**src/rtl/p_to_s_pkg.sv**
```systemverilog
// Shared types and helpers for the parallel-to-serial frame converter.
package p_to_s_pkg;

    localparam int unsigned WORD_WIDTH = 32;
    localparam int unsigned CNT_WIDTH  = 16;

    typedef logic [WORD_WIDTH-1:0] word_t;
    typedef logic [CNT_WIDTH-1:0]  cnt_t;

    // Occupancy of one frame slot: empty, or holding a frame with beats still to send.
    typedef enum logic {
        IDLE = 1'b0,
        SEND = 1'b1
    } slot_state_e;

    // True when the beat counter sits on the final beat of a frame.
    function automatic logic is_last_beat(input cnt_t cnt, input int unsigned nb_beats);
        return cnt == cnt_t'(nb_beats - 1);
    endfunction

endpackage

```
**src/rtl/p_to_s_frame_slot.sv**
```systemverilog
// One frame register with its occupancy state. Load wins over clear so that a
// slot can be emptied and refilled on the same edge.
module p_to_s_frame_slot
    import p_to_s_pkg::*;
#(
    parameter int unsigned NUM_WORDS = 32
) (
    input  logic                                 clk,
    input  logic                                 rst_n,
    input  logic                                 load,
    input  logic                                 clear,
    input  logic [0:NUM_WORDS-1][WORD_WIDTH-1:0] din,
    output logic [0:NUM_WORDS-1][WORD_WIDTH-1:0] dout,
    output slot_state_e                          state
);

    logic [0:NUM_WORDS-1][WORD_WIDTH-1:0] data_q;
    slot_state_e                          state_q;

    // Capture the frame and track whether the slot is occupied.
    always_ff @(posedge clk or negedge rst_n) begin
        if (!rst_n) begin
            data_q  <= '0;
            state_q <= IDLE;
        end else if (load) begin
            data_q  <= din;
            state_q <= SEND;
        end else if (clear) begin
            state_q <= IDLE;
        end
    end

    assign dout  = data_q;
    assign state = state_q;

endmodule

```
**src/rtl/p_to_s_converter.sv**
```systemverilog
// Parallel-to-serial converter: accepts PARALLEL_LENGTH-word frames and emits
// them as NB_BEATS beats of SERIAL_LENGTH words, word 0 first. Two frame slots
// (ACTIVE being serialised, PENDING waiting) let frames stream back-to-back
// with no idle cycle between the last beat of one frame and beat 0 of the next.
// PARALLEL_LENGTH must be an integer multiple of SERIAL_LENGTH.
module p_to_s_converter
    import p_to_s_pkg::*;
#(
    parameter int unsigned SERIAL_LENGTH   = 1,
    parameter int unsigned PARALLEL_LENGTH = 32
) (
    input  logic                                       clk,
    input  logic                                       rst_n,
    input  logic                                       ien,
    input  logic [0:PARALLEL_LENGTH-1][WORD_WIDTH-1:0] idata,
    output logic                                       ready,
    input  logic                                       fct,
    output logic                                       oen,
    output logic [0:SERIAL_LENGTH-1][WORD_WIDTH-1:0]   odata,
    output logic                                       olast
);

    localparam int unsigned NB_BEATS = PARALLEL_LENGTH / SERIAL_LENGTH;

    typedef logic [0:PARALLEL_LENGTH-1][WORD_WIDTH-1:0] frame_t;
    typedef logic [0:SERIAL_LENGTH-1][WORD_WIDTH-1:0]   beat_t;

    // Slot interfaces
    frame_t      act_data;
    frame_t      pend_data;
    frame_t      act_din;
    slot_state_e act_state;
    slot_state_e pend_state;
    logic        act_valid;
    logic        pend_valid;
    logic        act_load;
    logic        act_clear;
    logic        pend_load;
    logic        pend_clear;

    // Control
    logic        rst_done_q;
    logic        accept;
    logic        emit;
    logic        last_beat;
    logic        act_free;

    // Beat path
    cnt_t        cnt_q;
    beat_t       beat_words;
    beat_t       odata_q;
    logic        oen_q;
    logic        olast_q;

    assign act_valid  = (act_state == SEND);
    assign pend_valid = (pend_state == SEND);

    // Held low through reset and for the edge that ends it, so ready only
    // depends on registered state and never on ien.
    always_ff @(posedge clk or negedge rst_n) begin
        if (!rst_n) begin
            rst_done_q <= 1'b0;
        end else begin
            rst_done_q <= 1'b1;
        end
    end

    assign ready = rst_done_q & ~pend_valid;

    // Slot steering: the ACTIVE slot is free on this edge when it is empty or
    // sending its final beat. A waiting PENDING frame always takes priority; a
    // new frame can only arrive while PENDING is empty, so the two never clash.
    always_comb begin
        accept     = ien & ready;
        emit       = act_valid & ~fct;
        last_beat  = emit & is_last_beat(cnt_q, NB_BEATS);
        act_free   = ~act_valid | last_beat;

        act_load   = act_free & (pend_valid | accept);
        act_din    = pend_valid ? pend_data : idata;
        act_clear  = last_beat;

        pend_load  = accept & ~act_free;
        pend_clear = act_free & pend_valid;
    end

    p_to_s_frame_slot #(
        .NUM_WORDS (PARALLEL_LENGTH)
    ) u_active (
        .clk   (clk),
        .rst_n (rst_n),
        .load  (act_load),
        .clear (act_clear),
        .din   (act_din),
        .dout  (act_data),
        .state (act_state)
    );

    p_to_s_frame_slot #(
        .NUM_WORDS (PARALLEL_LENGTH)
    ) u_pending (
        .clk   (clk),
        .rst_n (rst_n),
        .load  (pend_load),
        .clear (pend_clear),
        .din   (idata),
        .dout  (pend_data),
        .state (pend_state)
    );

    // Select the words of the current beat from the ACTIVE frame.
    always_comb begin
        beat_words = '0;
        for (int unsigned b = 0; b < NB_BEATS; b++) begin
            if (cnt_q == cnt_t'(b)) begin
                for (int unsigned w = 0; w < SERIAL_LENGTH; w++) begin
                    beat_words[w] = act_data[b * SERIAL_LENGTH + w];
                end
            end
        end
    end

    // Register the beat outputs and advance the beat counter; a stall holds
    // odata and the counter but drops oen/olast.
    always_ff @(posedge clk or negedge rst_n) begin
        if (!rst_n) begin
            cnt_q   <= '0;
            odata_q <= '0;
            oen_q   <= 1'b0;
            olast_q <= 1'b0;
        end else if (emit) begin
            odata_q <= beat_words;
            oen_q   <= 1'b1;
            olast_q <= last_beat;
            cnt_q   <= last_beat ? '0 : cnt_q + cnt_t'(1);
        end else begin
            oen_q   <= 1'b0;
            olast_q <= 1'b0;
        end
    end

    assign oen   = oen_q;
    assign odata = odata_q;
    assign olast = olast_q;

endmodule
```
**config.mk**
```make
export PLATFORM = sky130hd
export DESIGN_NAME = p_to_s_converter
export DESIGN_NICKNAME = d
export VERILOG_FILES = /design/src/rtl/p_to_s_pkg.sv /design/src/rtl/p_to_s_frame_slot.sv /design/src/rtl/p_to_s_converter.sv
export SDC_FILE = /design/constraint.sdc
export NUM_CORES = 2
export LEC_CHECK = 0
export ABC_AREA = 1
export BUFFER_PORTS_ARGS = -buffer_cell sky130_fd_sc_hd__buf_4
export CAP_MARGIN = 20
export CORE_ASPECT_RATIO = 0.9
export CORE_UTILIZATION = 54
export CTS_CLUSTER_SIZE = 20
export DETAILED_ROUTE_END_ITERATION = 8
export PLACE_DENSITY = 0.77
export SYNTH_ARGS = -nofsm -noshare
export SYNTH_HDL_FRONTEND = slang
export SYNTH_SLANG_ARGS = --single-unit
```
**constraint.sdc**
```tcl
create_clock -name clk -period 3.4 [get_ports clk]
set_clock_uncertainty 0.05 [all_clocks]
set_input_delay 0.68 -clock clk [delete_from_list [all_inputs] [get_ports clk]]
set_output_delay 0.68 -clock clk [all_outputs]
set_load 0.1 [all_outputs]
```
# [After elaboration in Yosys (flattened, before gate mapping)]
# Index checks and enable logic that the tools add are counted.
[totals] ff_bits=2101 output_inout_bits=35 wordCells=159
[classes] n_addsub=1 n_eq_ne=31 mux=40 bitwise=13 reduce_logical=3
[ops] op="two-way mux 1024 bit" n=1
[ops] op="two-way mux 32 bit" n=32
[ops] op="equality test 16 x 5 -> 1 bit, second input constant" n=16
[ops] op="equality test 16 x 4 -> 1 bit, second input constant" n=8
[ops] op="equality test 16 x 3 -> 1 bit, second input constant" n=4
[ops] op="equality test 16 x 2 -> 1 bit, second input constant" n=2
[ops] op="adder 16 x 1 -> 16 bit, second input constant" n=1
[ops] op="equality test 16 x 1 -> 1 bit, second input constant" n=1
[ops] op="zero test 16 bit" n=1
[ops] op="two-way mux 16 bit" n=1
[ops] op="AND 1 bit" n=7
[ops] op="two-way mux 1 bit" n=6
[ops] op="inverter 1 bit" n=4
[ops] op="nonzero test 2 bit" n=2
[ops] op="bitwise OR 1 bit" n=2

# [Logic depth before layout (Yosys ltp)]
[logic_depth] ltp_word=33 mapped_depth=59 mapped_depth_nobuf=58

# [Cells and area by module]
# A second synthesis with hierarchy kept.
[hier_totals] cells_unflattened=14936 area_unflattened_um2=103724.5
[modules_own_cells] module="p_to_s_frame_slot" instances=2 cells_per_inst=4328 area_each_um2=38438.1 seq_area_each_um2=25649.6
[modules_own_cells] module="p_to_s_converter" instances=1 cells_per_inst=6280 area_each_um2=26848.2 seq_area_each_um2=1276.2

# [Worst setup path after synthesis]
# Ideal clock, no wire load.
[synth_timing] kind="reg-to-reg" start="register cnt_q[1]" end="register odata_q (netlist bit odata[25])" setup_time_ns=0.123 arrival_time_ns=3.580 required_time_ns=3.227 path_slack_ns=-0.353 stages_incl_launch_ff=45 n_path_buf=3 cell_sequence="dfrtp_1 inv_1 ha_1 inv_1 nor2_4 nand3_2 buf_6 buf_6 buf_2 nand2_1 o21ai_1 nand2_1 o21ai_1 a21oi_1 o221ai_2 o211ai_1 o211ai_1 o21ai_1 [... 9 more ...] nand2_1 nand2_1 nand2_1 nand2_1 nand2_1 nand2_1 nand2_1 nand2_1 nand2_1 nand2_1 nand2_1 nand2_1 nand2_1 nand2_1 nand2_1 nand2_1 nand2_1 nand2_1"
[synth_between] elab_chain_len=33
[synth_rtl] element="from (decl)" line="p_to_s_converter.sv:49" text="cnt_t cnt_q;"
[synth_rtl] element="from (signal assigned)" line="p_to_s_converter.sv:135" text="cnt_q <= last_beat ? '0 : cnt_q + cnt_t'(1);"
[synth_rtl] element="zero test 16 bit" line="p_to_s_converter.sv:115" text="if (cnt_q == cnt_t'(b)) begin"
[synth_rtl] element="two-way mux 32 bit (31 in a row)" line="p_to_s_converter.sv:115"
[synth_rtl] element="two-way mux 32 bit *" line="p_to_s_converter.sv:115"
[synth_rtl] element="to (signal assigned)" line="p_to_s_converter.sv:132" text="odata_q <= beat_words;"
[synth_rtl] element="to (decl)" line="p_to_s_converter.sv:51" text="beat_t odata_q;"
# Every way passes the cells marked *; elsewhere a longest branch is shown, timed or not.
# A chain may end at the register's enable or synchronous reset.

# [Worst setup path in the final report]
[layout_timing] start="register cnt_q[9]" end="register odata_q (netlist bit odata[20])"
# Same word-level chain as after synthesis.

==> impl_metrics.yaml <==
routing:
  vias_per_cell: 5.75
  drt_iter0_drc: 10847
  wl_per_cell_microns: 23.8
  routed_wl_microns: 382000
  first_pass_iters: 9
  vias: 92332
  drc_errors: 0
  detail-route-antenna-nets: 0
floorplanning:
  die_y_microns: 408
  die-area_sq_um: 184000
  core_sq_um: 181000
  initial_core_util_pct: 54.5
  ios: 1063
  fp-row-count: 148
  die_w_microns: 453
timing:
  period_share_pct: 158
  finalWorstSetupSlack_ns: -1.96
  setup_viol: 32
  finalMaxSlewViolations: 0
  period_needed_ns: 5.36
  final_hold_viol_count: 0
  relSlewSlack_pct: 17.5
  fmax_mhz: 186
  worstMarginPinSlew_ns: 1.24
  rsz0062_at_grt: "yes"
critical_path:
  required_ns: 4.14
  rr_worst_depth: 47
  crit_fanout: 11
  critPathArrivalTime_ns: 6.10
  worst_path_most_repeated_cell: "nand2_1"
  cp-end-kind: "flip-flop"
  crit_type: "flip-flop to flip-flop"
  cpPeakStageDelay_ns: 0.39
  critPathSlowestCell: "dfrtp_1"
  cp-start-kind: "flip-flop"
clock_network:
  numClockSinks: 2101
  cts_tree: "yes"
  clockBufferDepth: 3
  cts_inserted_buffers: 212
  path_clk_slew_ns: 0.06
  clk_latency_ns: 0.86
  htreeDepth: 4
  root_buffer: "clkbuf_16"
grt:
  top_usage_layer: "met2"
  met2_usage_pct: 59.5
  gr-usage-met1_pct: 53.4
  antenna_found_initial: 121
  overflow: 0
  grt_max_degree: 241
  met3_usage_pct: 7.93
  grt_pass1_wl_microns: 557000
  first_global_vias: 88768
  grtUsageTotal_pct: 40.5
flow_run:
  max_cap_viol_count: 0
power_and_ir_drop:
  ir_drop_uv: 799
  p_leak_nw: 60.8
  pwr_density_cell_nw_per_um2: 819
  power_mw: 103
outcome:
  status: "complete, but fails checks"
  violations: "negative setup slack"
layout:
  final_cell_mix: "nand2_1 (3695), dfrtp_1 (2097), o21ai_0 (1680), buf_4 (1587), inv_1 (1144)"
  fin_nets: 14407
  layout_commonest_cell: "nand2_1"
  stdcell_count: 16050
  post_route_cells_drive_above_1_share_pct: 23.9
  area_delta_synth_final_pct: 27.3
synth:
  synthesis.area_sq_um: 98700
  syn_inst: 12083
  yosysWarningCount: 0
  synth_fp_nets: 13115
  synthTopCellsByArea: "dfrtp_1 (53%), nand2_1 (15%), o21ai_0 (8.6%)"
  syn_area_per_cell_sq_um: 8.17
  ys_types: 44
  synth_top_area_cell: "dfrtp_1"
  ys_seq_area_share_pct: 53.3
  synth.top_cell.area_share_pct: 53.3
  synth_seq_cells: 2101
min_path:
  hold_class: "primary input to flip-flop"
  holdPathStages: 2
place:
  hpwl_microns: 281000
  gp_congestion: 1.04
  port_buffers: 1062
  dpl.cell_count: 15402
[registers in the layout (all words and copies together) (netlist names)]
name and flops:
oen 1, u_pending.dout 1024, u_pending.state 1, rst_done_q 1, olast 1, cnt_q 16, odata 32, u_active.state 1
u_active.dout 1024
[cells in the mapped netlist, drive strengths merged]
| master | count |
|---|---|
| and3 | 1 |
| nor2 | 561 |
| nand2 | 4033 |
| nor4 | 6 |
| buf | 88 |
| o221ai | 17 |
| o211ai | 36 |
| clkinv | 8 |
| a31oi | 486 |
| a22oi | 29 |
| ha | 4 |
| a21o | 1 |
| a211oi | 1 |
| dfrtp | 2101 |
| a2111oi | 1 |
| nand4 | 7 |
| xnor2 | 2 |
| nor3 | 29 |
| or3b | 1 |
| o21ai | 1865 |
| inv | 1165 |
| nand3 | 31 |
| o2111ai | 3 |
| mux2 | 485 |
| clkbuf | 723 |
| a21oi | 360 |
| o22ai | 31 |
| conb | 1 |
| xor2 | 7 |
[critical path: cells and delay by family (launching register included)]
| family | cells | cell delay [ns] |
|---|---|---|
| and+or+nand+nor | 34 | 2.95 |
| AOI/OAI and AO/OA | 9 | 1.31 |
| buffers and inverters | 4 | 0.55 |
| DFF | 1 | 0.39 |
[metal layers]
metal,vias up,wire length [microns]
li1,41514,-
met1,45085,149000
met2,4630,169000
met3,1075,32300
met4,28,31800
met5,-,172
[per-stage QoR]
stage	hold WS [ns]	util (%)	setup slack, ns	area, sq um	TNS, ns
floorplan	0.334	-	-0.279	98900	-7.48
global placement	0.415	62.6	-2.58	113000	-61.97
detailed placement	0.423	62.6	-2.56	113000	-63.09
CTS	0.00000805	68.4	-1.89	124000	-52.72
global route	0.00711	69.3	-2.24	126000	-67.87
finish	0.0242	69.4	-1.96	126000	-53.72
[where the power goes]
| group | switching [mW] | internal (mW) | leakage, nW |
|---|---|---|---|
| combinational | 21.1 | 13.0 | 31.9 |
| clock | 10.4 | 14.1 | 3.58 |
| sequential | 7.25 | 37.0 | 25.3 |
| total | 38.7 | 64.2 | 60.8 |
[path summary, 6_finish.rpt]
kind | end | start | slack [ns]
worst min-delay path | u_pending.dout[70] | idata[70] | 0.02
max in group asynchronous | u_active.dout[998] | rst_n | 1.63
min in group asynchronous | u_pending.dout[747] | rst_n | 0.37
worst max-delay path | odata[20] | cnt_q[9] | -1.96
worst min register to register | u_pending.dout[117] | u_pending.dout[117] | 0.43
worst max register to register | odata[20] | cnt_q[9] | -1.96
[cells by family (layout without fill, tap and decap cells)]
logic type / count (synthesis) / in the layout / synth area share, %
AND/OR/NAND/NOR: 4669 / 4669 / 18.1
AO/OA/AOI/OAI: 2830 / 2830 / 15.3
flip-flops: 2101 / 2101 / 53.3
buffers and inverters: 1984 / 3451 / 7.73
multiplexers: 485 / 485 / 5.53
XOR/XNOR: 9 / 9 / 0.0799
adder cells (fa/ha/maj): 4 / 4 / 0.0507
other: 1 / 101 / 0.00380
[repair_timing]
item	in CTS	in global routing
setup buffers	23	38
cloned	4	15
endpoints found under the hold margin	134	0
hold buffers	100	0
setup endpoints to repair	32	575
resized for setup	510	255
pin swaps	232	281
[layout make-up]
| class | count | area [sq um] |
|---|---|---|
| Tap cell | 2400 | 3000 |
| Clock inverter | 84 | 1010 |
| Antenna cell | 100 | 250 |
| Fill cell | 14086 | 55500 |
| Inverter | 1173 | 4470 |
| Sequential cell | 2101 | 52600 |
| Multi-Input combinational cell | 7998 | 41300 |
| Timing Repair Buffer | 1889 | 16800 |
| Clock buffer | 305 | 6220 |
No activity file was read; power rests on OpenSTA's default activity.
